**src/rtl/pacman_game_ctrl_if.sv**
```systemverilog
// Button inputs and display-side outputs of the PacMan game sequencer.
interface pacman_game_ctrl_if;
  logic       btn_l;
  logic       btn_r;
  logic [2:0] pos;
  logic [2:0] idx;
  logic       eaten;
  logic       direction;
  logic [3:0] anodes;
  logic       level_done;

  modport master (
    output btn_l, btn_r,
    input  pos, idx, eaten, direction, anodes, level_done
  );

  modport slave (
    input  btn_l, btn_r,
    output pos, idx, eaten, direction, anodes, level_done
  );
endinterface

```
**src/rtl/pacman_game_ctrl.sv**
```systemverilog
// PacMan game sequencer: position/direction/eaten-mask FSM plus digit scan mux.
// Build option PACMAN_WRAP_EN: moves past either end wrap around instead of holding.
module pacman_game_ctrl #(
  parameter int NUM_DIGITS = 4,
  parameter int STEP_DIV   = 50000000,
  parameter int SCAN_DIV   = 100000,
  parameter int WIN_TICKS  = 3
) (
  input  logic               clk,
  input  logic               rst,
  pacman_game_ctrl_if.slave  io
);

  localparam int STEP_W = (STEP_DIV > 2) ? $clog2(STEP_DIV) : 1;
  localparam int SCAN_W = (SCAN_DIV > 2) ? $clog2(SCAN_DIV) : 1;
  localparam int WIN_W  = $clog2(WIN_TICKS + 1);
  localparam logic [2:0] LAST = 3'(NUM_DIGITS - 1);

  typedef enum logic [1:0] {S_IDLE, S_RUN, S_WIN} state_t;

  state_t              state_q, state_d;
  logic [2:0]          pos_q, pos_d;
  logic                dir_q, dir_d;
  logic [3:0]          eaten_mask_q, eaten_mask_d;
  logic [2:0]          idx_q, idx_d;
  logic [3:0]          anodes_q, anodes_d;
  logic                eaten_q, eaten_d;
  logic [SCAN_W-1:0]   scan_cnt_q, scan_cnt_d;
  logic [STEP_W-1:0]   step_cnt_q, step_cnt_d;
  logic [WIN_W-1:0]    win_cnt_q, win_cnt_d;
  logic                btn_l_q, btn_r_q;

  logic       rise_l, rise_r, tick, dir_upd, at_edge, move;
  logic [2:0] nxt;

  always_comb begin
    state_d      = state_q;
    pos_d        = pos_q;
    dir_d        = dir_q;
    eaten_mask_d = eaten_mask_q;
    idx_d        = idx_q;
    scan_cnt_d   = scan_cnt_q;
    step_cnt_d   = step_cnt_q;
    win_cnt_d    = win_cnt_q;
    nxt          = pos_q;
    move         = 1'b0;
    at_edge      = 1'b0;

    rise_l = io.btn_l & ~btn_l_q;
    rise_r = io.btn_r & ~btn_r_q;
    // Simultaneous rises cancel for direction but still count as a press.
    dir_upd = dir_q;
    if (rise_l && !rise_r) dir_upd = 1'b1;
    if (rise_r && !rise_l) dir_upd = 1'b0;

    if (scan_cnt_q == SCAN_W'(SCAN_DIV - 1)) begin
      scan_cnt_d = '0;
      idx_d      = (idx_q == LAST) ? 3'd0 : idx_q + 3'd1;
    end else begin
      scan_cnt_d = scan_cnt_q + SCAN_W'(1);
    end

    tick = (state_q != S_IDLE) && (step_cnt_q == STEP_W'(STEP_DIV - 1));
    if (state_q == S_IDLE || tick) step_cnt_d = '0;
    else                           step_cnt_d = step_cnt_q + STEP_W'(1);

    case (state_q)
      S_IDLE: begin
        if (rise_l || rise_r) begin
          state_d = S_RUN;
          dir_d   = dir_upd;
        end
      end
      S_RUN: begin
        dir_d = dir_upd;
        if (eaten_mask_q == 4'b1111) begin
          state_d = S_WIN;
        end else if (tick) begin
          at_edge = dir_d ? (pos_q == 3'd0) : (pos_q == LAST);
          if (at_edge) begin
`ifdef PACMAN_WRAP_EN
            nxt  = dir_d ? LAST : 3'd0;
            move = 1'b1;
`else
            move = 1'b0;
`endif
          end else begin
            nxt  = dir_d ? pos_q - 3'd1 : pos_q + 3'd1;
            move = 1'b1;
          end
          if (move) begin
            pos_d                  = nxt;
            eaten_mask_d[nxt[1:0]] = 1'b1;
          end
        end
      end
      S_WIN: begin
        if (tick) begin
          if (win_cnt_q == WIN_W'(WIN_TICKS - 1)) begin
            state_d      = S_IDLE;
            win_cnt_d    = '0;
            eaten_mask_d = 4'b0001 << pos_q[1:0];
          end else begin
            win_cnt_d = win_cnt_q + WIN_W'(1);
          end
        end
      end
      default: state_d = S_IDLE;
    endcase

    // Tracking the next mask every cycle keeps eaten=1 wherever PacMan sits.
    anodes_d = ~(4'b0001 << idx_d[1:0]);
    eaten_d  = eaten_mask_d[idx_d[1:0]];
  end

  always_ff @(posedge clk or posedge rst) begin
    if (rst) begin
      state_q      <= S_IDLE;
      pos_q        <= 3'd0;
      dir_q        <= 1'b0;
      eaten_mask_q <= 4'b0001;
      idx_q        <= 3'd0;
      anodes_q     <= 4'b1110;
      eaten_q      <= 1'b1;
      scan_cnt_q   <= '0;
      step_cnt_q   <= '0;
      win_cnt_q    <= '0;
      btn_l_q      <= 1'b0;
      btn_r_q      <= 1'b0;
    end else begin
      state_q      <= state_d;
      pos_q        <= pos_d;
      dir_q        <= dir_d;
      eaten_mask_q <= eaten_mask_d;
      idx_q        <= idx_d;
      anodes_q     <= anodes_d;
      eaten_q      <= eaten_d;
      scan_cnt_q   <= scan_cnt_d;
      step_cnt_q   <= step_cnt_d;
      win_cnt_q    <= win_cnt_d;
      btn_l_q      <= io.btn_l;
      btn_r_q      <= io.btn_r;
    end
  end

  assign io.pos        = pos_q;
  assign io.idx        = idx_q;
  assign io.eaten      = eaten_q;
  assign io.direction  = dir_q;
  assign io.anodes     = anodes_q;
  assign io.level_done = (state_q == S_WIN);

endmodule

```
**src/flat_wrapper.sv**
```systemverilog
// flat-port wrapper written by rule: the top's interface ports become plain ports
module pacman_game_ctrl_flat 
#(
  parameter int NUM_DIGITS = 4,
  parameter int STEP_DIV   = 50000000,
  parameter int SCAN_DIV   = 100000,
  parameter int WIN_TICKS  = 3
)
  (clk, rst, io_btn_l, io_btn_r, io_pos, io_idx, io_eaten, io_direction, io_anodes, io_level_done);
  pacman_game_ctrl_if io_i ();
  input  logic clk;
  input  logic rst;
  input wire logic [$bits(io_i.btn_l)-1:0] io_btn_l;
  input wire logic [$bits(io_i.btn_r)-1:0] io_btn_r;
  output wire logic [$bits(io_i.pos)-1:0] io_pos;
  output wire logic [$bits(io_i.idx)-1:0] io_idx;
  output wire logic [$bits(io_i.eaten)-1:0] io_eaten;
  output wire logic [$bits(io_i.direction)-1:0] io_direction;
  output wire logic [$bits(io_i.anodes)-1:0] io_anodes;
  output wire logic [$bits(io_i.level_done)-1:0] io_level_done;
  assign io_i.btn_l = io_btn_l;
  assign io_i.btn_r = io_btn_r;
  assign io_pos = io_i.pos;
  assign io_idx = io_i.idx;
  assign io_eaten = io_i.eaten;
  assign io_direction = io_i.direction;
  assign io_anodes = io_i.anodes;
  assign io_level_done = io_i.level_done;
  pacman_game_ctrl #(.NUM_DIGITS(NUM_DIGITS), .STEP_DIV(STEP_DIV), .SCAN_DIV(SCAN_DIV), .WIN_TICKS(WIN_TICKS)) u_core (.clk(clk), .rst(rst), .io(io_i));
endmodule
```
**config.mk**
```make
export PLATFORM = sky130hd
export DESIGN_NAME = pacman_game_ctrl_flat
export DESIGN_NICKNAME = d
export VERILOG_FILES = /design/src/rtl/pacman_game_ctrl_if.sv /design/src/rtl/pacman_game_ctrl.sv /design/src/flat_wrapper.sv
export SDC_FILE = /design/constraint.sdc
export NUM_CORES = 1
export LEC_CHECK = 0
export BUFFER_PORTS_ARGS = -buffer_cell sky130_fd_sc_hd__buf_2
export CORE_AREA = 2 2 94 96
export CTS_CLUSTER_DIAMETER = 80
export DETAILED_ROUTE_END_ITERATION = 10
export DIE_AREA = 0 0 96 98
export SETUP_SLACK_MARGIN = 0.3
export SLEW_MARGIN = 30
export SYNTH_ARGS = -nofsm -noshare
export SYNTH_HDL_FRONTEND = slang
export SYNTH_SLANG_ARGS = --single-unit
```
**constraint.sdc**
```tcl
create_clock -name clk -period 7.88 [get_ports clk]
set_input_delay 0 -clock clk [delete_from_list [all_inputs] [get_ports clk]]
set_output_delay 0 -clock clk [all_outputs]
set_load 0.02 [all_outputs]
```
### Yosys cells after proc, flatten, opt, wreduce, memory -nomap -nowiden

Index checks and enable logic that the tools add are counted.

* register bits after elaboration: 65
* input port bits: 4
* word-level logic and storage cells: 96

* $add $sub $neg: 6
* order comparisons: 3
* eq/ne operators: 13
* shift-type cells: 2
* mux-type cells: 34
* bitwise logic cells: 7
* reductions and logical operators: 17

Operator list (count)
* 26-bit by 1-bit adder with 26-bit output (second input constant): 1
* 26-bit == test (second input constant): 1
* 26-bit two-way mux: 1
* 4-bit two-way mux: 5
* 3-bit two-way mux: 6
* 17-bit by 1-bit adder with 17-bit output (second input constant): 1
* 17-bit == test (second input constant): 1
* 17-bit two-way mux: 1
* 2-bit two-way mux: 6
* 1-bit two-way mux: 10
* 4-bit case mux with 2 select lines: 1
* 4-bit AND reduction: 2
* 1-bit by 2-bit left shift with 4-bit output (first input constant): 2
* 3-bit by 1-bit adder with 3-bit output (second input constant): 2
* 3-bit by 2-bit == test with 1-bit output (second input constant): 2
* 2-bit by 3-bit < comparator with 1-bit output (second input constant): 2
* 2-bit by 1-bit inequality test with 1-bit output (second input constant): 3
* 2-bit case mux with 3 select lines: 1
* 5-bit AND reduction: 1
* 2-bit == test (second input constant): 2
* 4-bit == test (second input constant): 1
* 1-bit logical AND: 4
* 4-bit inequality test (second input constant): 1
* 4-bit NOT: 1
* 17 further kinds: 24

### Longest topological paths before layout

* depth in word-level cells: 22
* mapped depth: 9
* gate-level depth less buffers: 8

### Worst setup path after synthesis

No wires, ideal clock.

* path type: reg2reg
* start point: register u_core.step_cnt_q[8]
* end point: register u_core.state_q[0]
* setup time: 79 ps
* arrival: 2619 ps
* slack: 5181 ps
* cell stages (with the launch flop): 8
* buffers on the path: 1
* clock period less this slack: 2699 ps
* path through: dfrtp_1 > or4b_1 > or4_4 > or4_1 > buf_2 > a32o_1 > a21oi_2 > mux2i_1

* cells in the longest elaborated chain, start to end: 4

RTL lines
* start, declared: line pacman_game_ctrl.sv:29 `logic [STEP_W-1:0] step_cnt_q, step_cnt_d;`
* start signal, assigned: line pacman_game_ctrl.sv:139 `step_cnt_q <= step_cnt_d;`
* 26-bit == test: line pacman_game_ctrl.sv:63 `tick = (state_q != S_IDLE) && (step_cnt_q == STEP_W'(STEP_DIV - 1));`
* 1-bit logical AND: line pacman_game_ctrl.sv:63
* 2-bit by 1-bit inequality test with 1-bit output (no line)
* 4-bit AND reduction (no line)
* end signal, assigned: line pacman_game_ctrl.sv:131 `state_q <= state_d;`
* end, declared: line pacman_game_ctrl.sv:21 `state_t state_q, state_d;`

Every way passes these cells.
A chain may end at the register's enable or synchronous reset.

### Final worst setup path

* start point: register u_core.step_cnt_q[8]
* end point: register u_core.eaten_q (netlist: u_core.io.eaten)

* cells in the longest elaborated chain, start to end: 7
* elaborated cells on any way between the ends: 8
* those cells by class: 1 x eq/ne; 6 x mux; 1 x reduce/logical

RTL lines
* 26-bit == test *: line pacman_game_ctrl.sv:63
* 1-bit logical AND *: line pacman_game_ctrl.sv:63
* 4-bit two-way mux: line pacman_game_ctrl.sv:78 `end else if (tick) begin`
* 4-bit two-way mux: line pacman_game_ctrl.sv:76 `if (eaten_mask_q == 4'b1111) begin`
* 4-bit case mux with 2 select lines *: line pacman_game_ctrl.sv:67 `case (state_q)`
* 1-bit binary-select mux with 2-bit select *: line pacman_game_ctrl.sv:113 `eaten_d = eaten_mask_d[idx_d[1:0]];`
* 1-bit two-way mux (not written as such) *: line pacman_game_ctrl.sv:113
* via u_core.eaten_d: line pacman_game_ctrl.sv:27 `logic eaten_q, eaten_d;`
* end signal, assigned: line pacman_game_ctrl.sv:137 `eaten_q <= eaten_d;`
* end, declared: line pacman_game_ctrl.sv:27

Mark *: on every way through the listed nets, which the timed path passes. The rest lies on a longest branch. The select of a mux whose other input is x is not followed.

==> qor.json <==
{
  "worst_path_class_setup": "reg -> reg",
  "crit_fanout": 5,
  "clkLatencyLatePin_ns": 0.35,
  "globalRoute.totalOverflow": 0,
  "die_area_sq_um": 9408,
  "die_width_microns": 96,
  "worstPathArrival_ns": 3.14,
  "cts_inserted_buffers": 9,
  "power.density_cell_area_nw_per_um2": 173.5,
  "synthCells": 336,
  "vias": 2459,
  "detailedPlacementHpwl_microns": 4431,
  "critPathCaptureType": "flop",
  "postSynthAreaPerCell_sq_um": 9.812,
  "placeableCoreArea_sq_um": 8466,
  "rows": 34,
  "dp_slack_ns": 5.042,
  "grt_setup_unrepaired": "false",
  "worstHoldPathType": "in -> reg",
  "asyncSetResetFlopFracSynth": 1.000,
  "route.detailed.wl_per_inst_microns": 13.56,
  "cts.clk_slew.worst_paths_ns": 0.08,
  "clock.fmax_ghz": 0.3462,
  "final-max-slew-violation-count": 0,
  "worstMarginPinSlew_ns": 0.8258,
  "number_of_sinks_on_the_clock_net": 65,
  "postLayoutSetupSlackWorst_ns": 4.991,
  "timing.critical_path.cells": "or4b_1 -> or4_4 -> or4_1 -> nor4_1 -> o32ai_1 -> o2111ai_1",
  "final_nets": 372,
  "drt-pass1-iter-count": 4,
  "clock_tree_from_tritoncts": "yes",
  "max_cap_viols": 0,
  "worstPathRequired_ns": 8.13,
  "timing.critical_path.slowest_cell_delay_ns": 0.66,
  "fraction_of_layout_cells_with_a_size_suffix_above_1": 0.1475,
  "drtIter0Drc": 101,
  "timing.clock.skew_ns": 0.01081,
  "vdd_ir_drop_max_uv": 70.38,
  "grt_util_all_layers": 0.1472,
  "seq_area_frac_synth": 0.4953,
  "grt_max_degree": 66,
  "status": "finished, final reports clean",
  "drc_errors_left": 0,
  "die_y_microns": 98,
  "start_kind": "flop",
  "setup_viol": 0,
  "areaGrowthSynthToFinish_pct": 13.17,
  "synth_top_flop_cell": "sky130_fd_sc_hd__dfrtp_1",
  "h-tree-depth": 3,
  "first_global_vias": 2422,
  "cts-root-to-sink-buffers": 2,
  "critPathTopFamily": "simple AND/OR/NAND/NOR gates",
  "timing.final.crit_period_ns": 2.889,
  "number_of_antenna_violating_nets_in_the_routed_design": 0,
  "post_detailed_route_via_to_cell_ratio": 5.188,
  "wirelength_microns": 6428,
  "initial_core_utilization": 0.3894,
  "timing_hold_violations_final": 0,
  "ys_seq_elements": 65,
  "synth.yosys.warnings": 0,
  "netlist_area_sq_um": 3297,
  "setup-tns-final_ns": 0,
  "post_cts_buffers": 0,
  "syn-num-nets": 347,
  "antenna_found_initial": 0,
  "num_io_pins": 17,
  "post_synthesis_cell_type_count": 52,
  "worst_slew_slack_as_a_fraction_of_its_limit": 0.4494,
  "critical_path_buf_inv_count": 0,
  "synth-edff-count": 0,
  "worst_path_max_delay_cell": "sky130_fd_sc_hd__or4_1",
  "gp_congestion": 0.8368,
  "cellLeakagePower_nw": 1.699,
  "port_buf_inserts": 16,
  "cts.root.buffer_cell": "sky130_fd_sc_hd__clkbuf_8",
  "insertedDiodeCount": 0,
  "period_share": 0.3666,
  "grt_pass1_wl_microns": 10960
}
-- placed cells by master, fill, tap and decap left out, types with 3 or more instances in the layout --
| master | netlist | final |
|---|---|---|
| sky130_fd_sc_hd__nor4_1 | 5 | 5 |
| sky130_fd_sc_hd__nand2b_1 | 5 | 5 |
| sky130_fd_sc_hd__a21oi_1 | 6 | 6 |
| sky130_fd_sc_hd__and3_1 | 10 | 10 |
| sky130_fd_sc_hd__and2_1 | 4 | 4 |
| sky130_fd_sc_hd__nand2_1 | 30 | 30 |
| sky130_fd_sc_hd__inv_1 | 16 | 15 |
| sky130_fd_sc_hd__dlygate4sd3_1 | 0 | 3 |
| sky130_fd_sc_hd__o31ai_1 | 5 | 4 |
| sky130_fd_sc_hd__nand4_1 | 6 | 6 |
| sky130_fd_sc_hd__dfrtp_1 | 60 | 60 |
| sky130_fd_sc_hd__and4_1 | 4 | 4 |
| sky130_fd_sc_hd__nor2_1 | 41 | 41 |
| sky130_fd_sc_hd__nor3_1 | 11 | 11 |
| sky130_fd_sc_hd__ha_1 | 7 | 7 |
| sky130_fd_sc_hd__clkbuf_8 | 0 | 10 |
| sky130_fd_sc_hd__or4_1 | 3 | 3 |
| sky130_fd_sc_hd__buf_2 | 2 | 16 |
| sky130_fd_sc_hd__or3_1 | 8 | 8 |
| sky130_fd_sc_hd__xor2_1 | 21 | 21 |
| sky130_fd_sc_hd__nand3_1 | 21 | 21 |
| sky130_fd_sc_hd__o21ai_0 | 9 | 9 |
| sky130_fd_sc_hd__dfstp_2 | 5 | 5 |
| sky130_fd_sc_hd__xnor2_1 | 17 | 17 |
-- worst reg2reg max path, cell delays in order (launching register included) --
cell,delay (ns)
sky130_fd_sc_hd__dfrtp_1,0.41
sky130_fd_sc_hd__or4b_1,0.52
sky130_fd_sc_hd__or4_4,0.56
sky130_fd_sc_hd__or4_1,0.66
sky130_fd_sc_hd__nor4_1,0.37
sky130_fd_sc_hd__o32ai_1,0.14
sky130_fd_sc_hd__o2111ai_1,0.14
-- synthesized netlist by cell type (2+ instances only) --
master	n	share of area
sky130_fd_sc_hd__ha_1	7	0.027
sky130_fd_sc_hd__dfstp_2	5	0.040
sky130_fd_sc_hd__xnor2_1	17	0.045
sky130_fd_sc_hd__nor4_1	5	0.0095
sky130_fd_sc_hd__o311ai_0	2	0.0053
sky130_fd_sc_hd__nand3_1	21	0.032
sky130_fd_sc_hd__nor2b_1	2	0.0038
sky130_fd_sc_hd__o31ai_1	5	0.011
sky130_fd_sc_hd__a21oi_1	6	0.0091
sky130_fd_sc_hd__nand2_1	30	0.034
sky130_fd_sc_hd__xor2_1	21	0.056
sky130_fd_sc_hd__o21ai_0	9	0.014
sky130_fd_sc_hd__nand4_1	6	0.011
sky130_fd_sc_hd__nand2b_1	5	0.0095
sky130_fd_sc_hd__dfrtp_1	60	0.46
sky130_fd_sc_hd__nand3b_1	2	0.0046
sky130_fd_sc_hd__or3_1	8	0.015
sky130_fd_sc_hd__inv_1	16	0.018
sky130_fd_sc_hd__and4_1	4	0.011
sky130_fd_sc_hd__maj3_1	2	0.0061
sky130_fd_sc_hd__nor2_1	41	0.047
sky130_fd_sc_hd__and3_1	10	0.019
sky130_fd_sc_hd__or4_4	2	0.0068
sky130_fd_sc_hd__mux2i_1	2	0.0061
sky130_fd_sc_hd__and4_2	2	0.0061
sky130_fd_sc_hd__clkbuf_1	4	0.0046
sky130_fd_sc_hd__buf_2	2	0.0030
sky130_fd_sc_hd__or4_1	3	0.0068
sky130_fd_sc_hd__nor3_1	11	0.017
sky130_fd_sc_hd__and2_1	4	0.0076
-- stage by stage --
stage	utilization	cells	total power [mW]	instance area [sq um]	hold WS, ns
6_report	0.4407	474	0.6475	3731	0.3171
5_1_grt	0.4407	474	0.6770	3731	0.3151
4_1_cts	0.4407	474	0.6572	3731	0.3009
3_5_place_dp	0.4129	455	0.3623	3496	0.1373
3_3_place_gp	0.4129	455	0.3619	3496	0.1339
2_1_floorplan	-	336	0.3560	3297	0.03143
-- final timing paths --
kind / startpoint / endpoint / slack, ns / depth (start not counted)
min in group asynchronous: rst / u_core.io.idx[2]$_DFFE_PP0N_ / 0.44 / 4
worst max-delay path: u_core.step_cnt_q[8]$_DFF_PP0_ / u_core.io.eaten$_DFF_PP1_ / 4.99 / 6
max in group asynchronous: rst / u_core.step_cnt_q[16]$_DFF_PP0_ / 6.91 / 4
worst min register to register: u_core.scan_cnt_q[14]$_DFF_PP0_ / u_core.scan_cnt_q[14]$_DFF_PP0_ / 0.49 / 1
worst min-delay path: io_btn_l / u_core.btn_l_q$_DFF_PP0_ / 0.32 / 2
worst max register to register: u_core.step_cnt_q[8]$_DFF_PP0_ / u_core.io.eaten$_DFF_PP1_ / 4.99 / 6
-- flip-flops by register name, summed over array words and instances, names as in the netlist, 2 cells and up --
signal and cells:
u_core.eaten_mask_q 4, u_core.io.pos 3, u_core.state_q 2, u_core.io.idx 3
u_core.step_cnt_q 26, u_core.io.anodes 4, u_core.win_cnt_q 2, u_core.scan_cnt_q 17
-- power breakdown --
part	switching [mW]	internal, mW	total, mW
Combinational	0.0142	0.00644	0.0206
Clock	0.136	0.155	0.291
Sequential	0.000956	0.335	0.336
-- layout make-up --
| type | count | area [sq um] |
|---|---|---|
| Clock buffer | 10 | 137.6 |
| Clock inverter | 6 | 67.56 |
| Fill cell | 842 | 4735 |
| Inverter | 16 | 60.06 |
| Multi-Input combinational cell | 248 | 1573 |
| Sequential cell | 65 | 1633 |
| Tap cell | 108 | 135.1 |
| Timing Repair Buffer | 21 | 125.1 |
-- timing repair --
item                      CTS  global route
gates resized for setup     0             0
hold buffers                3             0
hold endpoints to repair   62             0
-- metal layers --
metal | share of wire | track usage | up-vias
li1 | - | - | 1228
met1 | 0.47 | 0.1835 | 1185
met2 | 0.48 | 0.2366 | 37
met3 | 0.035 | 0.04012 | 9
met4 | 0.017 | 0.06374 | 0
met5 | 0 | 0 | -
-- logic make-up after synthesis --
group / synth area share
compound gates: 0.07932
mux: 0.009488
fa+ha+maj: 0.03264
flops: 0.4953
xor+xnor: 0.1009
simple gates: 0.2531
buf+inv: 0.02922
Note: power is estimated with default switching activity, not from simulation.
